==> src/rtl/branch_redirect_ctrl.sv <==
// Next-PC selection and misprediction recovery around the branch predictor.
// Carries each fetched PC's prediction through D and X, resolves it in X and redirects on mismatch.
module branch_redirect_ctrl #(
    parameter int unsigned       ADDR_W   = 32,
    parameter int unsigned       CNT_W    = 16,
    parameter logic [ADDR_W-1:0] RESET_PC = 'h1000
) (
    input  logic              clk,
    input  logic              reset,
    input  logic              stall,
    input  logic [ADDR_W-1:0] f_pc,
    input  logic              f_predict_valid,
    input  logic [ADDR_W-1:0] f_predict_addr,
    input  logic              d_is_branch,
    input  logic              x_valid,
    input  logic              x_taken,
    input  logic [ADDR_W-1:0] x_target,
    output logic [ADDR_W-1:0] next_pc,
    output logic              flush,
    output logic              x_predict_res,
    output logic [CNT_W-1:0]  branch_cnt,
    output logic [CNT_W-1:0]  mispredict_cnt
);

    typedef enum logic {S_RUN, S_REDIRECT} state_t;

    localparam logic [ADDR_W-1:0] PC_STEP = ADDR_W'(4);
    localparam logic [CNT_W-1:0]  CNT_ONE = CNT_W'(1);

    state_t r_state, w_state_nxt;

    logic              r_d_valid, r_d_pred_taken;
    logic [ADDR_W-1:0] r_d_pc, r_d_pred_addr;
    logic              r_x_valid, r_x_pred_taken, r_x_is_branch;
    logic [ADDR_W-1:0] r_x_pc, r_x_pred_addr;
    logic [ADDR_W-1:0] r_rec_pc;
    logic              r_pred_res;
    logic [CNT_W-1:0]  r_branch_cnt, r_mispredict_cnt;

    logic              w_flush, w_live, w_accept, w_mp;
    logic              w_dir_wrong, w_tgt_wrong, w_alias;
    logic [ADDR_W-1:0] w_rec_pc, w_next_pc;
    logic              w_unused;

    // X is only judged when it holds a live instruction and the pipe actually advances
    assign w_live      = r_x_valid & ~stall & ~w_flush;
    assign w_accept    = w_live & x_valid;
    assign w_dir_wrong = x_valid & (x_taken != r_x_pred_taken);
    assign w_tgt_wrong = x_valid & x_taken & (x_target != r_x_pred_addr);
    assign w_alias     = ~x_valid & r_x_pred_taken;
    assign w_mp        = w_live & (w_dir_wrong | w_tgt_wrong | w_alias);
    assign w_rec_pc    = (x_valid & x_taken) ? x_target : r_x_pc + PC_STEP;
    assign w_unused    = r_x_is_branch;

    always_ff @(posedge clk or posedge reset) begin
        if (reset) r_state <= S_RUN;
        else       r_state <= w_state_nxt;
    end

    always_comb begin
        w_state_nxt = r_state;
        case (r_state)
            S_RUN:      if (w_mp)   w_state_nxt = S_REDIRECT;
            S_REDIRECT: if (!stall) w_state_nxt = S_RUN;
            default:                w_state_nxt = S_RUN;
        endcase
    end

    always_comb begin
        w_flush   = (r_state == S_REDIRECT);
        w_next_pc = f_pc + PC_STEP;
        if (reset)                  w_next_pc = RESET_PC;
        else if (w_flush)           w_next_pc = r_rec_pc;
        else if (stall)             w_next_pc = f_pc;
        else if (f_predict_valid)   w_next_pc = f_predict_addr;
    end

    always_ff @(posedge clk or posedge reset) begin
        if (reset) begin
            r_d_valid      <= 1'b0;
            r_d_pc         <= '0;
            r_d_pred_taken <= 1'b0;
            r_d_pred_addr  <= '0;
            r_x_valid      <= 1'b0;
            r_x_pc         <= '0;
            r_x_pred_taken <= 1'b0;
            r_x_pred_addr  <= '0;
            r_x_is_branch  <= 1'b0;
        end else if (w_flush) begin
            r_d_valid <= 1'b0;
            r_x_valid <= 1'b0;
        end else if (!stall) begin
            r_d_valid      <= 1'b1;
            r_d_pc         <= f_pc;
            r_d_pred_taken <= f_predict_valid;
            r_d_pred_addr  <= f_predict_addr;
            r_x_valid      <= r_d_valid;
            r_x_pc         <= r_d_pc;
            r_x_pred_taken <= r_d_pred_taken;
            r_x_pred_addr  <= r_d_pred_addr;
            r_x_is_branch  <= d_is_branch;
        end
    end

    always_ff @(posedge clk or posedge reset) begin
        if (reset)     r_rec_pc <= RESET_PC;
        else if (w_mp) r_rec_pc <= w_rec_pc;
    end

    always_ff @(posedge clk or posedge reset) begin
        if (reset) begin
            r_pred_res       <= 1'b0;
            r_branch_cnt     <= '0;
            r_mispredict_cnt <= '0;
        end else begin
            r_pred_res <= w_accept & x_taken;
            if (w_accept && (r_branch_cnt != '1))
                r_branch_cnt <= r_branch_cnt + CNT_ONE;
            if (w_mp && (r_mispredict_cnt != '1))
                r_mispredict_cnt <= r_mispredict_cnt + CNT_ONE;
        end
    end

    assign next_pc        = w_next_pc;
    assign flush          = w_flush;
    assign x_predict_res  = r_pred_res;
    assign branch_cnt     = r_branch_cnt;
    assign mispredict_cnt = r_mispredict_cnt;

endmodule

==> config.mk <==
export PLATFORM = sky130hd
export DESIGN_NAME = branch_redirect_ctrl
export DESIGN_NICKNAME = d
export VERILOG_FILES = /design/src/rtl/branch_redirect_ctrl.sv
export SDC_FILE = /design/constraint.sdc
export NUM_CORES = 1
export LEC_CHECK = 0
export CORE_MARGIN = 10
export CORE_UTILIZATION = 45
export CTS_BUF_LIST = sky130_fd_sc_hd__clkbuf_2 sky130_fd_sc_hd__clkbuf_4 sky130_fd_sc_hd__clkbuf_8
export CTS_CLUSTER_SIZE = 30
export DETAILED_ROUTE_END_ITERATION = 8
export PLACE_DENSITY = 0.69
export SYNTH_ARGS = -nofsm -noshare
export SYNTH_HDL_FRONTEND = slang
export SYNTH_SLANG_ARGS = --single-unit
==> constraint.sdc <==
create_clock -name clk -period 10.95 [get_ports clk]
set_input_delay 1.6425 -clock clk [delete_from_list [all_inputs] [get_ports clk]]
set_output_delay 1.6425 -clock clk [all_outputs]
set_load 0.02 [all_outputs]
## After elaboration in Yosys (flattened, before gate mapping)

Index checks and enable logic that the tools add are counted.

| storage, ports and cells | value |
|---|---|
| RAM bits | 0 |
| ROM bits | 0 |
| logic and storage cells | 51 |
| bits in latches | 0 |
| output and inout bits | 66 |
| bits in registers | 198 |
| memories | 0 |

| operators by class | value |
|---|---|
| eq/ne operators | 5 |
| bitwise logic cells | 14 |
| order comparisons | 0 |
| add/sub/neg operators | 4 |
| shift operators | 0 |
| multiply operators | 0 |
| div/mod/pow operators | 0 |
| muxes and demuxes | 12 |
| reduce and logical (&&, ||, !) cells | 3 |

Operator list:

| kind | count |
|---|---|
| $mux W32 | 5 |
| $add A32 B3 Y32 const B | 2 |
| $add A16 B1 Y16 const B | 2 |
| $ne A16 B16 Y1 const B | 2 |
| $ne A32 B32 Y1 | 1 |
| $and A1 B1 Y1 | 9 |
| $mux W1 | 6 |
| $not A1 Y1 | 3 |
| $logic_and A1 B1 Y1 | 2 |
| $ne A2 B1 Y1 const B | 1 |
| $or A1 B1 Y1 | 2 |
| $pmux W1 S2 | 1 |
| $reduce_and A2 Y1 | 1 |
| $ne A1 B1 Y1 | 1 |

## Longest topological paths before layout

Gate-level depths: netlist (run 1).

| depth | value |
|---|---|
| word-level depth | 7 |
| depth in mapped cells | 9 |
| mapped depth without buffers | 8 |

## Worst setup path after synthesis (run 1)

Ideal clock, no wire load.

| path | value |
|---|---|
| kind | input-to-output |
| start | input reset |
| end | output next_pc[11] |
| path slack | 2288 ps |
| path buffers | 1 |
| data required time | 9308 ps |
| arrival time | 7020 ps |
| stages on the path | 4 |
| cell sequence | clkbuf_1 -> inv_1 -> o21ai_0 -> a31oi_1 |

| between the ends | value |
|---|---|
| cells in the longest elaborated chain, start to end | 1 |

Ends and longest elaborated chain:

| element | line | RTL |
|---|---|---|
| start, declared | 9 | `input logic reset,` |
| $mux W32 | 72 | `if (reset) w_next_pc = RESET_PC;` |
| end, declared | 18 | `output logic [ADDR_W-1:0] next_pc,` |

No other way between the ends.

## Final worst setup path (run 1)

| path | value |
|---|---|
| start | input stall |
| end | output next_pc[19] |

| between the ends | value |
|---|---|
| cells in the longest elaborated chain, start to end | 3 |

Ends and longest elaborated chain:

| element | line | RTL |
|---|---|---|
| start, declared | 10 | `input logic stall,` |
| $mux W32 | 74 | `else if (stall) w_next_pc = f_pc;` |
| $mux W32 | 73 | `else if (w_flush) w_next_pc = r_rec_pc;` |
| $mux W32 | 72 |  |

No other way between the ends.

==> results.py, run 1 <==
metrics = {
    "finish": {
        "drive_gt1_share_pct": 16.6,
        "multi_input_area_sq_um": 5040,
        "antenna_cells": 0,
        "syn2layout_area_growth_pct": 22.1,
        "fillCellCount": 1980,
        "nets": 1226,
        "regArea_sq_um": 4960,
    },
    "worst_setup_path": {
        "crit_arrival_ns": 5.63,
        "crit_start": "stall",
        "reg2reg_slack_ns": 7.87,
        "cp-start-kind": "input pin",
        "crit_type": "input pin to primary output",
        "worstPathMaxFanout": 31,
        "cp.required_ns": 9.31,
        "rr_worst_depth": 7,
        "worstReg2RegStart": "r_x_pred_addr[23]$_DFFE_PP0P_",
        "r2r-end": "flush$_DFF_PP0_",
        "end_kind": "primary output",
    },
    "sta": {
        "fin_crit_ns": 7.27,
        "hold_viol_final": 0,
        "fmax_ghz": 0.138,
        "final.period_utilization_pct": 66.4,
        "rsz0062_at_grt": "false",
        "setup_slack_ns": 3.68,
        "max_slew.worst_pin.slew_ns": 1.06,
        "finalMaxSlewViolations": 0,
        "worst_hold_slack_ns": 0.483,
        "setup_viol": 0,
        "finalSetupTns_ns": 0,
        "maxSlewHeadroom_pct": 29.4,
        "finClkSkew_ns": 0.0161,
    },
    "synthesis": {
        "synth_common_cells": "197 x dfrtp_1, 131 x mux2_2, 93 x nand2_1",
        "ys_seq_area_share_pct": 48.3,
        "synthArstFlopShare_pct": 100,
        "synth_edf_count": 0,
        "syn_inst": 978,
        "yosysMostFrequentCell": "dfrtp_1",
        "ys_top_cells_by_area": "dfrtp_1 48%, mux2_2 14%, xor2_1 5.2%",
        "syn_avg_cell_area_sq_um": 10.5,
        "synth_nets": 1085,
        "yosysUniqueCellTypes": 55,
        "synth_ff_type": "dfrtp_1",
        "synth_area_leader_cell": "dfrtp_1",
        "yosys_warnings": 0,
        "synth_area_sq_um": 10300,
        "synth_seq_cells": 198,
        "synth.top_cell.area_share_pct": 48.0,
    },
    "drt": {
        "drt-total-wl_um": 29400,
        "vias": 8001,
        "ant_nets": 0,
        "drt_iter0_markers": 721,
        "drt_pass1_iterations": 5,
        "routed_via_density": 5.65,
        "drc": 0,
        "wl_per_cell_um": 20.8,
    },
    "floorplan": {
        "die_h_um": 171,
        "core-area_sq_um": 22600,
        "die_area_sq_um": 29200,
        "die_x_um": 171,
        "ios": 169,
        "start_util_pct": 45.5,
        "num_rows": 55,
    },
    "clock_tree": {
        "numCtsBuffers": 17,
        "holdBufCountCts": 0,
        "max-clock-path-buffers": 2,
        "clock_sinks": 198,
        "clk_pin_slew_worst_paths_ns": 0.10,
        "cts-root-buf": "clkbuf_8",
        "post_cts_buffers": 0,
        "cts_resized": 0,
        "htree_levels": 4,
        "cts_tree": "yes",
        "clock_latency_ns": 0.47,
    },
    "outcome": {
        "status": "completed",
    },
    "worst_hold_path": {
        "min_from": "r_rec_pc[12]$_DFFE_PP1P_",
        "hold_path_depth": 2,
        "worstHoldEndpoint": "r_rec_pc[12]$_DFFE_PP1P_",
        "hp-class": "flip-flop to flip-flop",
    },
    "grt": {
        "grt_max_degree": 147,
        "antenna_found_initial": 1,
        "grt.overflow.total": 0,
        "grtUsageTotal_pct": 20.2,
        "grt_pass1_wl_um": 45400,
        "grt_pass1_vias": 7792,
    },
    "place": {
        "pre_cts_ws_ns": 3.78,
        "gp_congestion": 0.893,
        "hpwl_um": 22000,
        "io_buffers": 167,
    },
    "power_and_ir_drop": {
        "p_per_area_nw_per_um2": 216,
        "vdd_ir_drop_max_v": 0.0000897,
        "p_leak_uw": 0.00519,
    },
    "job": {
        "cap_violations": 0,
    },
}
## worst max-delay path, cell delays in order
cell	delay, ns
clkdlybuf4s50_1	0.47
buf_4	0.34
clkinv_1	0.77
nand2_1	0.92
o22ai_1	0.14
nand2_1	0.10
o21ai_0	0.10
a211oi_1	0.43
clkdlybuf4s50_1	0.69
## power breakdown
group / switching, uW / internal, uW / leakage, uW
Sequential: 223 / 1020 / 0.00239
Combinational: 487 / 500 / 0.00260
Clock: 270 / 206 / 0.000198
## final cells by class
type	count	share of cell area [%]
Clock buffer	21	2.26
Clock inverter	11	0.889
Inverter	9	0.329
Multi-Input combinational cell	717	40.3
Sequential cell	198	39.5
Tap cell	285	2.85
Timing Repair Buffer	176	13.9
## registers in the layout (all words and copies together) (netlist names)
| signal | flops |
|---|---|
| r_x_pc | 32 |
| r_x_pred_taken | 1 |
| mispredict_cnt | 16 |
| x_predict_res | 1 |
| r_x_pred_addr | 32 |
| r_d_pc | 32 |
| r_rec_pc | 32 |
| flush | 1 |
| r_d_pred_taken | 1 |
| r_d_pred_addr | 32 |
| r_d_valid | 1 |
| branch_cnt | 16 |
| r_x_valid | 1 |
## routing by layer
metal  vias to the layer above  global-route usage [%]  wire [um]
li1                       3778                       -          -
met2                       271                    31.5      13600
met3                        31                    3.46       1890
met1                      3919                    28.0      13400
met4                         2                    6.12        576
met5                         -                       0         18
## worst max path at each step
| stage | depth (start not counted) | slack, ns | endpoint |
|---|---|---|---|
| final | 9 | 3.68 | next_pc[19] |
| after global routing | 9 | 3.53 | next_pc[19] |
| after CTS | 9 | 3.77 | next_pc[19] |
| after detailed placement | 9 | 3.78 | next_pc[19] |
| after global placement | 9 | 3.79 | next_pc[18] |
| after floorplan | 4 | 2.29 | next_pc[11] |
## cells in the final DEF, fill, tap and decap left out, types with 10 or more instances in the layout
cell,count
nand4_1,24
a211oi_1,10
mux2i_1,15
clkbuf_8,20
nor2_1,80
and4_1,10
nand3_1,37
o21ai_0,57
a21oi_1,36
and3_1,28
xor2_1,61
clkdlybuf4s50_1,167
nor3_1,11
dfrtp_1,197
mux2_2,131
xnor2_1,36
o22ai_1,10
nand2_1,93
## through the flow
stage          power, uW  instance area [sq um]  instances  utilization, %
6_report            2700                  12500       1417            55.5
2_1_floorplan       1890                  10300        978               -
4_1_cts             2720                  12500       1417            55.5
3_3_place_gp        2200                  12100       1385            53.8
3_5_place_dp        2250                  12100       1385            53.8
5_1_grt             2880                  12500       1417            55.5
## kinds of logic (layout without fill, tap and decap cells)
logic type	after synthesis	in the layout	synth area share [%]
AOI/OAI and AO/OA	159	159	9.39
muxes	147	147	16.0
adders and majority gates	4	4	0.488
xor gates and xnor gates	97	97	8.28
DFF	198	198	48.3
buffers and inverters	63	217	2.61
and+or+nand+nor	310	310	14.9
(Power assumes the default switching activity.)
==> run 2: changes to the inputs <==
- PLACE_DENSITY: 0.69 -> 0.72
- clock period: 10.95 -> 6.4 ns (I/O delays scaled with it)
==> run 2 against run 1 <==
Compared with the run above:
- register-to-register slack lost 4.9 ns
- clock-buffer cell count stayed put
- clock power grew 68%
- first-iteration DRC count grew 13%
- critical path depth is the same
- cell area up 0.30%
- critical endpoint is now next_pc[18]
- largest cell class unchanged
==> results.py, run 2 (synthesis results as in run 1) <==
metrics = {
    "drt": {
        "ant_nets": 0,
        "drt_pass1_iterations": 5,
        "drt-total-wl_um": 29600,
        "drc": 0,
        "vias": 8031,
        "routed_via_density": 5.64,
        "drt_iter0_markers": 818,
        "wl_per_cell_um": 20.8,
    },
    "place": {
        "io_buffers": 167,
        "hpwl_um": 22200,
        "gp_congestion": 0.935,
    },
    "clock_tree": {
        "clk_pin_slew_worst_paths_ns": 0.09,
        "htree_levels": 4,
        "cts-root-buf": "clkbuf_8",
        "cts_resized": 0,
        "cts_tree": "yes",
        "max-clock-path-buffers": 2,
        "holdBufCountCts": 0,
        "post_cts_buffers": 0,
        "clock_latency_ns": 0.48,
        "numCtsBuffers": 17,
        "clock_sinks": 198,
    },
    "finish": {
        "multi_input_area_sq_um": 5040,
        "regArea_sq_um": 4960,
        "fillCellCount": 1948,
        "drive_gt1_share_pct": 17.0,
        "syn2layout_area_growth_pct": 22.5,
        "mostFrequentLayoutCell": "dfrtp_1",
        "antenna_cells": 0,
        "nets": 1232,
        "mostFrequentLayoutCells": "197 x dfrtp_1, 167 x clkdlybuf4s50_1, 131 x mux2_2",
        "utilization_pct": 55.7,
    },
    "worst_setup_path": {
        "end_kind": "primary output",
        "worstReg2RegStart": "flush$_DFF_PP0_",
        "reg2reg_slack_ns": 2.99,
        "rr_worst_depth": 8,
        "cp-start-kind": "input pin",
        "cpLargestDelayFamily": "buffers and inverters",
        "worstPathMaxFanout": 7,
        "r2r-end": "r_rec_pc[20]$_DFFE_PP0P_",
        "slowest_stage": "clkdlybuf4s50_1",
        "crit_type": "input pin to primary output",
        "cp_num_buf_inv": 2,
        "crit_chain": "clkdlybuf4s50_1, ha_1, and4_1, and3_1, and3_1, nand3_1, xor2_1, a211oi_1, clkdlybuf4s50_1",
        "crit_arrival_ns": 4.12,
        "cp.required_ns": 5.44,
        "critical_path.max_stage_delay_ns": 0.70,
    },
    "floorplan": {
        "die_h_um": 171,
        "die_area_sq_um": 29200,
        "ios": 169,
        "start_util_pct": 45.5,
        "die_x_um": 171,
        "core-area_sq_um": 22600,
        "num_rows": 55,
    },
    "sta": {
        "max_slew.worst_pin.slew_ns": 1.13,
        "fin_crit_ns": 5.08,
        "maxSlewHeadroom_pct": 23.8,
        "final.period_utilization_pct": 79.3,
        "setup_viol": 0,
        "finClkSkew_ns": 0.0186,
        "rsz0062_at_grt": "false",
        "fmax_ghz": 0.197,
        "finalMaxSlewViolations": 0,
        "hold_viol_final": 0,
        "finalSetupTns_ns": 0,
    },
    "grt": {
        "busiest_layer": "met2",
        "use_met3_pct": 4.35,
        "use_met2_pct": 31.8,
        "grt_pass1_vias": 7969,
        "grt_pass1_wl_um": 45800,
        "grt.overflow.total": 0,
        "grtUsageMet1_pct": 27.5,
        "grt_max_degree": 72,
        "grtUsageTotal_pct": 20.2,
        "antenna_found_initial": 1,
    },
    "job": {
        "cap_violations": 0,
    },
    "power_and_ir_drop": {
        "p_per_area_nw_per_um2": 368,
        "p_leak_uw": 0.00521,
        "vdd_ir_drop_max_v": 0.000147,
    },
    "worst_hold_path": {
        "worstHoldEndpoint": "r_d_valid$_DFFE_PP0P_",
        "hold_path_depth": 1,
        "hp-class": "flip-flop to flip-flop",
        "min_from": "r_d_valid$_DFFE_PP0P_",
    },
    "outcome": {
        "status": "completed",
    },
}
## run 2: cell types whose count changed in the layout (fill, tap and decap cells not counted)
cell | before | now
buf_4 | 9 | 15
clkinvlp_4 | 2 | 3
clkbuf_8 | 20 | 19
inv_6 | 6 | 3
clkbuf_4 | 1 | 2
clkinv_4 | 1 | 3
## run 2: worst reg2reg max path, delay by kind of cell, from the launching register on
| kind | cells | cell delay (ns) |
|---|---|---|
| buffers and inverters | 3 | 1.43 |
| and+or+nand+nor | 4 | 0.94 |
| DFF | 1 | 0.69 |
| AOI/OAI and AO/OA | 1 | 0.26 |
## run 2: cell type report
cell class	count	area share (%)
Clock buffer	21	2.20
Clock inverter	11	0.906
Inverter	9	0.299
Multi-Input combinational cell	717	40.1
Sequential cell	198	39.4
Tap cell	285	2.84
Timing Repair Buffer	182	14.2
## run 2: power breakdown
part           switching [uW]  leakage (uW)  total [uW]  internal [uW]
combinational             830       0.00262        1690            860
sequential                389       0.00239        2130           1740
clock                     456      0.000196         801            345
## run 2: worst max-delay path by stage
stage               slack [ns]           to     from  cells past startpoint
finish                    1.32  next_pc[18]  f_pc[2]                      9
global route              1.23  next_pc[18]  f_pc[2]                      9
CTS                       1.37  next_pc[18]  f_pc[2]                      9
detailed placement        1.38  next_pc[18]  f_pc[2]                      9
global placement          1.41  next_pc[18]  f_pc[2]                      9
floorplan                 0.54  next_pc[17]    reset                      3
## run 2: metrics by stage
stage / power (uW) / area (sq um) / std cells / setup WS (ns) / hold slack [ns]
after detailed placement: 3850 / 12200 / 1391 / 1.38 / 0.467
after floorplan: 3240 / 10300 / 978 / 0.542 / 0.443
final: 4620 / 12600 / 1423 / 1.32 / 0.487
after global placement: 3770 / 12200 / 1391 / 1.41 / 0.458
after CTS: 4640 / 12600 / 1423 / 1.37 / 0.488
after global routing: 4920 / 12600 / 1423 / 1.23 / 0.501
## run 2: per-layer routing
layer | vias up | wire [um]
met5 | - | 7
met4 | 2 | 592
met3 | 27 | 2170
met2 | 273 | 13700
met1 | 3959 | 13100
li1 | 3770 | -
